[config.mk]
export PLATFORM = sky130hd
export DESIGN_NAME = ar_arbiter
export DESIGN_NICKNAME = d
export VERILOG_FILES = /design/src/rtl/ar_arbiter.sv
export SDC_FILE = /design/constraint.sdc
export NUM_CORES = 1
export LEC_CHECK = 0
export BUFFER_PORTS_ARGS = -buffer_cell sky130_fd_sc_hd__buf_2
export CAP_MARGIN = 20
export CORE_AREA = 5 5 91 93
export CTS_CLUSTER_DIAMETER = 60
export DETAILED_ROUTE_END_ITERATION = 10
export DIE_AREA = 0 0 96 98
export HOLD_SLACK_MARGIN = 0.03
export PLACE_DENSITY = 0.75
export SLEW_MARGIN = 30
export SYNTH_ARGS = -nofsm -noshare
export SYNTH_HDL_FRONTEND = slang
export SYNTH_SLANG_ARGS = --single-unit
[constraint.sdc]
create_clock -name ACLK -period 3.2 [get_ports ACLK]
set_input_delay 0.32 -clock ACLK [delete_from_list [all_inputs] [get_ports ACLK]]
set_output_delay 0.32 -clock ACLK [all_outputs]
set_load 0.01 [all_outputs]
[src/rtl/ar_arbiter.sv]
// ar_arbiter: per-slave read-address arbiter for an AXI crossbar.
//
// Shares one slave AR channel among NUM_MASTERS masters, caps the number of
// outstanding reads at PENDING_DEPTH, and keeps an in-order queue of granted
// master indices so the R-channel router knows who owns the current read data.
//
// Ports:
//   ACLK, ARESET               clock (rising edge), synchronous active-high reset
//   M_AR* / M_ARVALID          per-master AR payload and request, master i in slice i
//   M_ARREADY                  per-master accept (only the granted bit can be set)
//   S_AR* / S_ARVALID          granted payload and request towards the slave
//   S_ARREADY                  slave accept
//   S_RVALID/S_RREADY/S_RLAST  observed R handshake; a last beat retires one read
//   r_owner, r_owner_valid     master owning the oldest outstanding read, queue non-empty
//   outstanding                number of reads issued and not yet retired
//
// Build option:
//   AR_ARB_FIXED_PRIO_EN       when defined, the lowest-index requester always wins
//                              and the round-robin pointer is held at zero.
module ar_arbiter #(
    parameter int NUM_MASTERS   = 4,
    parameter int ID_WIDTH      = 4,
    parameter int ADDR_WIDTH    = 32,
    parameter int LEN_WIDTH     = 4,
    parameter int SIZE_WIDTH    = 3,
    parameter int PENDING_DEPTH = 4
) (
    input  logic                                ACLK,
    input  logic                                ARESET,
    input  logic [NUM_MASTERS*ID_WIDTH-1:0]     M_ARID,
    input  logic [NUM_MASTERS*ADDR_WIDTH-1:0]   M_ARADDR,
    input  logic [NUM_MASTERS*LEN_WIDTH-1:0]    M_ARLEN,
    input  logic [NUM_MASTERS*SIZE_WIDTH-1:0]   M_ARSIZE,
    input  logic [NUM_MASTERS*2-1:0]            M_ARBURST,
    input  logic [NUM_MASTERS-1:0]              M_ARVALID,
    output logic [NUM_MASTERS-1:0]              M_ARREADY,
    output logic [ID_WIDTH-1:0]                 S_ARID,
    output logic [ADDR_WIDTH-1:0]               S_ARADDR,
    output logic [LEN_WIDTH-1:0]                S_ARLEN,
    output logic [SIZE_WIDTH-1:0]               S_ARSIZE,
    output logic [1:0]                          S_ARBURST,
    output logic                                S_ARVALID,
    input  logic                                S_ARREADY,
    input  logic                                S_RVALID,
    input  logic                                S_RREADY,
    input  logic                                S_RLAST,
    output logic [$clog2(NUM_MASTERS)-1:0]      r_owner,
    output logic                                r_owner_valid,
    output logic [$clog2(PENDING_DEPTH):0]      outstanding
);

    localparam int MIDX_W = $clog2(NUM_MASTERS);
    localparam int QA_W   = $clog2(PENDING_DEPTH);
    localparam int PTR_W  = QA_W + 1;

    typedef enum logic [0:0] {StIdle, StGrant} state_e;

    state_e              state_q;
    logic [MIDX_W-1:0]   grant_q;
    logic [MIDX_W-1:0]   rr_ptr_q;
    logic                s_arvalid_q;

    logic [PTR_W-1:0]    wr_ptr_q;
    logic [PTR_W-1:0]    rd_ptr_q;
    logic [MIDX_W-1:0]   owner_mem [PENDING_DEPTH];

    logic                win_found;
    logic [MIDX_W-1:0]   win_idx;
    logic [MIDX_W-1:0]   cand;
    logic                q_empty;
    logic                q_full;
    logic                ar_hs;
    logic                q_push;
    logic                q_pop;

    // Search upward from rr_ptr_q with wrap. In the fixed-priority build
    // rr_ptr_q stays zero, so the same search degenerates to lowest-index-wins.
    always_comb begin
        win_found = 1'b0;
        win_idx   = '0;
        cand      = '0;
        for (int k = 0; k < NUM_MASTERS; k++) begin
            cand = MIDX_W'((int'(rr_ptr_q) + k) % NUM_MASTERS);
            if (!win_found && M_ARVALID[cand]) begin
                win_found = 1'b1;
                win_idx   = cand;
            end
        end
    end

    // Payload mux and per-master ready, decoded from the registered grant.
    always_comb begin
        S_ARID    = '0;
        S_ARADDR  = '0;
        S_ARLEN   = '0;
        S_ARSIZE  = '0;
        S_ARBURST = '0;
        M_ARREADY = '0;
        for (int i = 0; i < NUM_MASTERS; i++) begin
            if (grant_q == MIDX_W'(i)) begin
                S_ARID       = M_ARID[i*ID_WIDTH +: ID_WIDTH];
                S_ARADDR     = M_ARADDR[i*ADDR_WIDTH +: ADDR_WIDTH];
                S_ARLEN      = M_ARLEN[i*LEN_WIDTH +: LEN_WIDTH];
                S_ARSIZE     = M_ARSIZE[i*SIZE_WIDTH +: SIZE_WIDTH];
                S_ARBURST    = M_ARBURST[i*2 +: 2];
                M_ARREADY[i] = s_arvalid_q & S_ARREADY;
            end
        end
    end

    assign S_ARVALID = s_arvalid_q;

    assign ar_hs   = s_arvalid_q & S_ARREADY;
    assign q_empty = (wr_ptr_q == rd_ptr_q);
    assign q_full  = (outstanding == PTR_W'(PENDING_DEPTH));
    // q_full guard is redundant (arbitration already blocks when full) but
    // keeps the queue safe if that invariant is ever broken.
    assign q_push  = ar_hs & ~q_full;
    // A last beat with nothing outstanding is a protocol error and is dropped.
    assign q_pop   = S_RVALID & S_RREADY & S_RLAST & ~q_empty;

    always_ff @(posedge ACLK) begin
        if (ARESET) begin
            state_q     <= StIdle;
            grant_q     <= '0;
            rr_ptr_q    <= '0;
            s_arvalid_q <= 1'b0;
        end else begin
            case (state_q)
                StIdle: begin
                    if (win_found && !q_full) begin
                        grant_q     <= win_idx;
                        s_arvalid_q <= 1'b1;
                        state_q     <= StGrant;
                    end
                end
                StGrant: begin
                    if (S_ARREADY) begin
                        s_arvalid_q <= 1'b0;
                        state_q     <= StIdle;
`ifndef AR_ARB_FIXED_PRIO_EN
                        rr_ptr_q    <= (grant_q == MIDX_W'(NUM_MASTERS - 1)) ?
                                       '0 : grant_q + 1'b1;
`endif
                    end
                end
                default: begin
                    state_q     <= StIdle;
                    s_arvalid_q <= 1'b0;
                end
            endcase
        end
    end

    always_ff @(posedge ACLK) begin
        if (ARESET) begin
            wr_ptr_q <= '0;
            rd_ptr_q <= '0;
        end else begin
            if (q_push) begin
                wr_ptr_q <= wr_ptr_q + 1'b1;
            end
            if (q_pop) begin
                rd_ptr_q <= rd_ptr_q + 1'b1;
            end
        end
    end

    // Storage needs no reset: entries are only read between push and pop.
    always_ff @(posedge ACLK) begin
        if (q_push) begin
            owner_mem[wr_ptr_q[QA_W-1:0]] <= grant_q;
        end
    end

    assign outstanding   = wr_ptr_q - rd_ptr_q;
    assign r_owner_valid = ~q_empty;
    assign r_owner       = q_empty ? '0 : owner_mem[rd_ptr_q[QA_W-1:0]];

endmodule

==> results of run 1 <==
metal layers:
layer,track usage,up-vias,share of wire
met3,0.0300,10,0.088
met2,0.378,178,0.51
met5,0,-,0
li1,-,1863,-
met1,0.259,1615,0.40
met4,0.0350,0,0.0082
final cells by class:
cell class                      count  area (µm²)  area share
Inverter                           11        41.3      0.0103
Multi-Input combinational cell    338        1940       0.487
Clock inverter                      1        30.0     0.00751
Sequential cell                    22         520       0.130
Clock buffer                        3        41.3      0.0103
Timing Repair Buffer              252        1290       0.323
Tap cell                          102         128      0.0319
worst max-delay path, cell delays in order (launching register included):
cell and delay (ns):
dfxtp_1 0.50, ha_2 0.71, buf_4 0.34, nand2_1 0.07
a21oi_1 0.15, a21oi_1 0.06, o21ai_0 0.18, buf_2 0.16
synth_stat cells:
cell / instances / area [µm²]
nand2_1: 92 / 345
a21oi_1: 87 / 435
nand3b_1: 42 / 315
o21ai_0: 42 / 210
clkbuf_1: 33 / 124
dfxtp_1: 14 / 280
ha_1: 11 / 138
inv_1: 11 / 41.3
nor2_1: 11 / 41.3
nor2b_1: 9 / 56.3
edfxtp_1: 8 / 240
a221oi_1: 5 / 43.8
and3_1: 5 / 31.3
o31ai_1: 5 / 37.5
and2_1: 4 / 25.0
xor2_1: 3 / 26.3
a21o_1: 2 / 15.0
mux4_2: 2 / 45.0
o22ai_1: 2 / 12.5
a21boi_0: 1 / 7.51
a21o_2: 1 / 8.76
a221o_2: 1 / 11.3
buf_1: 1 / 3.75
buf_2: 1 / 5.00
fa_1: 1 / 20.0
mux2i_1: 1 / 10.0
nand2b_1: 1 / 6.26
nand3_1: 1 / 5.00
nor3_1: 1 / 5.00
o211ai_1: 1 / 7.51
o21a_1: 1 / 7.51
o221ai_1: 1 / 8.76
o31ai_2: 1 / 12.5
o41ai_1: 1 / 8.76
or3_1: 1 / 6.26
xnor2_1: 1 / 8.76
xor3_2: 1 / 25.0
cells by family after synthesis:
family / count (synthesis)
and+or+nand+nor: 167
AOI/OAI and AO/OA: 151
buffers and inverters: 46
DFF: 22
adders and majority gates: 12
xor gates and xnor gates: 5
muxes: 3
worst paths after layout:
check	end	slack, ns	cells after the start	from
min reg2reg	state_q	0.53	2	state_q
max	S_ARADDR[9]	0.44	7	grant_q[0]
max reg2reg	owner_mem[1][0]	0.96	6	wr_ptr_q[0]
min	rr_ptr_q[0]	0.39	2	ARESET
where the power goes:
part	switching (mW)	leakage, nW	internal (mW)	total [mW]
Combinational	0.347	1.71	0.308	0.655
Sequential	0.0139	0.189	0.301	0.315
Clock	0.0913	0.0357	0.167	0.259
Total	0.453	1.94	0.776	1.23
flip-flops by register name, summed over array words and instances, names as in the netlist, named ones only:
name,count
rr_ptr_q,2
owner_mem,8
state_q,1
grant_q,2
S_ARVALID,1
wr_ptr_q,3
rd_ptr_q,3
metrics by stage:
| stage | total power [mW] | hold WS, ns | util |
|---|---|---|---|
| finish | 1.23 | 0.394 | 0.537 |
| detailed placement | 0.978 | 0.515 | 0.527 |
| floorplan | 0.679 | 0.389 | - |
| global route | 1.32 | 0.411 | 0.537 |
| global placement | 0.967 | 0.494 | 0.527 |
| CTS | 1.24 | 0.394 | 0.537 |
==> results.json, run 1 <==
{
  "dpl.cell_count": 725,
  "drt_drc_violations_left": 0,
  "cts.path.max_buffers": 2,
  "finalSetupViolCount": 0,
  "grt_pass1_vias": 3474,
  "core_area_mm2": 0.00745,
  "fin_ws_ns": 0.444,
  "cts.sinks": 22,
  "clk_latency_ns": 0.27,
  "gr-total-overflow": 0,
  "layout-drive-gt1-share": 0.423,
  "yosysSeqAreaShare": 0.198,
  "start_util": 0.353,
  "grt_pass1_wl_um": 16100,
  "n_fill_cell": 753,
  "drt_iter0_drc": 122,
  "dp.final_hpwl_um": 8820,
  "hold_class": "in -> reg",
  "min_period_ns": 2.76,
  "power.density_mw_per_mm2": 307,
  "ioPinCount": 246,
  "antenna_found_initial": 0,
  "ys_ff_latch": 22,
  "criticalPathCategory": "reg -> out",
  "worst_pin_slew_ns": 0.798,
  "finalCritPeriodShare": 0.861,
  "postSynthCellCount": 406,
  "slew_headroom": 0.468,
  "fmax_mhz": 363,
  "tns_ns": 0,
  "synth_xor_area_frac": 0.0228,
  "drt-total-wl_um": 10700,
  "synth_top_family_by_area": "simple AND/OR/NAND/NOR gates",
  "cts_made_buffers": 3,
  "final_cell_mix": "buf_2 (245), nand2_1 (92), a21oi_1 (87), nand3b_1 (42), o21ai_0 (42)",
  "muxShareOfSynthArea": 0.0209,
  "viasPerCell": 5.03,
  "syn_nets": 608,
  "vdd_drop_max_v": 0.000150,
  "vias": 3666,
  "grt_util_all_layers": 0.208,
  "end_kind": "output port",
  "clock_skew_ns": 0.00601,
  "clockRootBuffer": "clkbuf_8",
  "netlist-cell-type-count": 37,
  "die_x_um": 96,
  "cts_tree": "done",
  "cp.required_ns": 2.88,
  "stdcell_count": 729,
  "clk_pin_slew_ns": 0.08,
  "synthAdderAreaFrac": 0.0599,
  "antenna_cells": 0,
  "grt_max_degree": 63,
  "place_congestion": 0.898,
  "dieArea_mm2": 0.00941,
  "rows": 32,
  "nets": 830,
  "timing.final.max_slew_violations": 0,
  "die_y_um": 98,
  "syn_area_mm2": 0.00263,
  "ant_nets": 0,
  "design_area_mm2": 0.00400,
  "final_common_cell": "buf_2",
  "start_kind": "flop",
  "rsz0062_at_grt": "false",
  "avgSynthCellArea_um2": 6.48,
  "cp_max_fo": 46,
  "drv_cap": 0,
  "portBuffers": 245,
  "placed_cell_area_mm2": 0.00393,
  "area_growth_pct": 51.9,
  "status": "finished, final reports clean",
  "holdBufCountCts": 0,
  "yosys_warnings": 0,
  "cts_resized": 0,
  "final_hold_viol_count": 0,
  "cts.htree.levels": 1,
  "leakage_nw": 1.94,
  "synth_compound_area_frac": 0.314,
  "wire_per_inst_um": 14.7,
  "place_ws_ns": 0.673,
  "synth_simple_gate_area_frac": 0.318,
  "dr.pass1.iters": 4,
  "cts_setup_buffers": 0,
  "cp.arrival_ns": 2.44
}
Power figures use the tool's default switching activity.
==> run 2, diff against run 1 <==
CORE_AREA = 2 2 95 97   (was 5 5 91 93)
CTS_BUF_LIST = sky130_fd_sc_hd__clkbuf_8   (was default)
DIE_AREA = 0 0 97 99   (was 0 0 96 98)
PLACE_DENSITY = 0.65   (was 0.75)
TNS_END_PERCENT = 5   (was default)
==> run 2 against run 1 <==
Effect of this change: largest cell class unchanged; clock power barely moved; cell area rose by 1.0%; first-iteration DRC count up 8.2%; flip-flop and latch count did not move; setup slack improved by 0.0054 ns; wire length fell by 5.3%; critical path type unchanged; global-route usage decreased by 1.1 points; sequential share of layout area fell by 0.13 points; clock-buffer cell count stayed put; clock skew shrank 0.0043 ns.
==> results.json, run 2 (same netlist as run 1, synthesis figures left out) <==
{
  "final_cell_mix": "buf_2 (245), nand2_1 (92), a21oi_1 (87), nand3b_1 (42), o21ai_0 (42)",
  "final_common_cell": "buf_2",
  "post-route-util": 0.472,
  "r2r_slack_ns": 0.95,
  "finalCritPeriodShare": 0.860,
  "die_x_um": 97,
  "cp.required_ns": 2.88,
  "die_y_um": 99,
  "cts_resized": 0,
  "ant_nets": 0,
  "start_util": 0.308,
  "dp.final_hpwl_um": 8130,
  "power.density_mw_per_mm2": 305,
  "placed_cell_area_mm2": 0.00396,
  "gr-total-overflow": 0,
  "vias": 3657,
  "maxUsedRoutingLayer": "met4",
  "cts.path.max_buffers": 2,
  "slew_headroom": 0.431,
  "nets": 828,
  "wl_met3_um": 834,
  "drt_iter0_drc": 132,
  "fmax_mhz": 364,
  "tns_ns": 0,
  "clockRootBuffer": "clkbuf_8",
  "status": "finished, final reports clean",
  "layout-drive-gt1-share": 0.421,
  "timing.final.max_slew_violations": 0,
  "end_kind": "output port",
  "criticalPathCategory": "reg -> out",
  "cts.htree.levels": 1,
  "holdPathStages": 3,
  "rows": 34,
  "rsz0062_at_grt": "false",
  "dieArea_mm2": 0.00960,
  "r2r_end": "owner_mem[2][1]",
  "met2_length_um": 5160,
  "wl_met1_um": 3990,
  "grt_pass1_wl_um": 15900,
  "antenna_found_initial": 0,
  "grt_max_degree": 55,
  "core_area_mm2": 0.00855,
  "clock_skew_ns": 0.00176,
  "leakage_nw": 1.94,
  "grt_pass1_vias": 3456,
  "antenna_cells": 0,
  "cp_max_fo": 52,
  "drt_drc_violations_left": 0,
  "vdd_drop_max_v": 0.000214,
  "min_period_ns": 2.75,
  "holdBufCountCts": 0,
  "ioPinCount": 246,
  "cp.arrival_ns": 2.43,
  "finalSetupViolCount": 0,
  "viasPerCell": 4.99,
  "grt_util_all_layers": 0.197,
  "hold_class": "in -> reg",
  "worst_pin_slew_ns": 0.853,
  "drt-total-wl_um": 10100,
  "largest_reg_flops": 8,
  "dr.pass1.iters": 4,
  "ff2ff_path_depth": 6,
  "clk_pin_slew_ns": 0.08,
  "area_growth_pct": 53.4,
  "wire_per_inst_um": 13.8,
  "cts_setup_buffers": 0,
  "cts.sinks": 22,
  "clk_latency_ns": 0.26,
  "portBuffers": 245,
  "n_fill_cell": 876,
  "drv_cap": 0,
  "hold-path-endpoint": "rr_ptr_q[1]",
  "r2r_start": "wr_ptr_q[0]",
  "final_hold_viol_count": 0,
  "place_congestion": 0.988,
  "design_area_mm2": 0.00404,
  "hp-start": "S_ARREADY",
  "start_kind": "flop",
  "cts_tree": "done",
  "cts_made_buffers": 3
}
## run 2: cell count changes in the layout (fill, tap and decap cells not counted)
cell | previous run | this run
buf_4 | 6 | 1
buf_12 | 1 | 4
ha_2 | 3 | 2
ha_4 | 0 | 1
## run 2: worst max-delay path, cell delays in order (launching register included)
cell     delay, ns
dfxtp_1       0.49
ha_2          0.81
buf_12        0.26
nand2_1       0.07
a21oi_1       0.15
a21oi_1       0.06
o21ai_0       0.17
buf_2         0.15
## run 2: stage by stage
stage,hold slack [ns],total power [mW],std cells,setup slack (ns)
3_5_place_dp,0.502,0.983,729,0.637
5_1_grt,0.405,1.33,733,0.200
3_3_place_gp,0.495,0.975,729,0.639
2_1_floorplan,0.389,0.679,406,1.13
6_report,0.400,1.23,733,0.449
4_1_cts,0.390,1.25,733,0.337
## run 2: worst max-delay path by stage
| stage | from | endpoint | slack (ns) |
|---|---|---|---|
| floorplan | wr_ptr_q[0] | owner_mem[0][0] | 1.13 |
| CTS | grant_q[1] | S_ARSIZE[0] | 0.34 |
| global placement | grant_q[1] | S_ARSIZE[0] | 0.64 |
| finish | grant_q[0] | S_ARADDR[18] | 0.45 |
| global route | grant_q[0] | S_ARADDR[16] | 0.20 |
| detailed placement | grant_q[1] | S_ARSIZE[0] | 0.64 |
## run 2: power breakdown
| group | internal, mW | total (mW) | switching, mW |
|---|---|---|---|
| clock network | 0.167 | 0.257 | 0.0897 |
| registers | 0.301 | 0.315 | 0.0137 |
| logic | 0.314 | 0.661 | 0.347 |
## run 2: cell type report
| type | count | area (µm²) | area share |
|---|---|---|---|
| clock inverters | 1 | 30.0 | 0.00744 |
| inverters | 11 | 41.3 | 0.0102 |
| well taps | 108 | 135 | 0.0335 |
| multi-input cells | 338 | 1950 | 0.484 |
| repair buffers | 250 | 1310 | 0.325 |
| clock buffers | 3 | 41.3 | 0.0102 |
| flip-flops and latches | 22 | 520 | 0.129 |
## run 2: per-layer routing
metal,up-vias,global-route usage
met5,-,0
met2,166,0.368
met4,0,0.0423
met1,1612,0.233
li1,1863,-
met3,16,0.0404
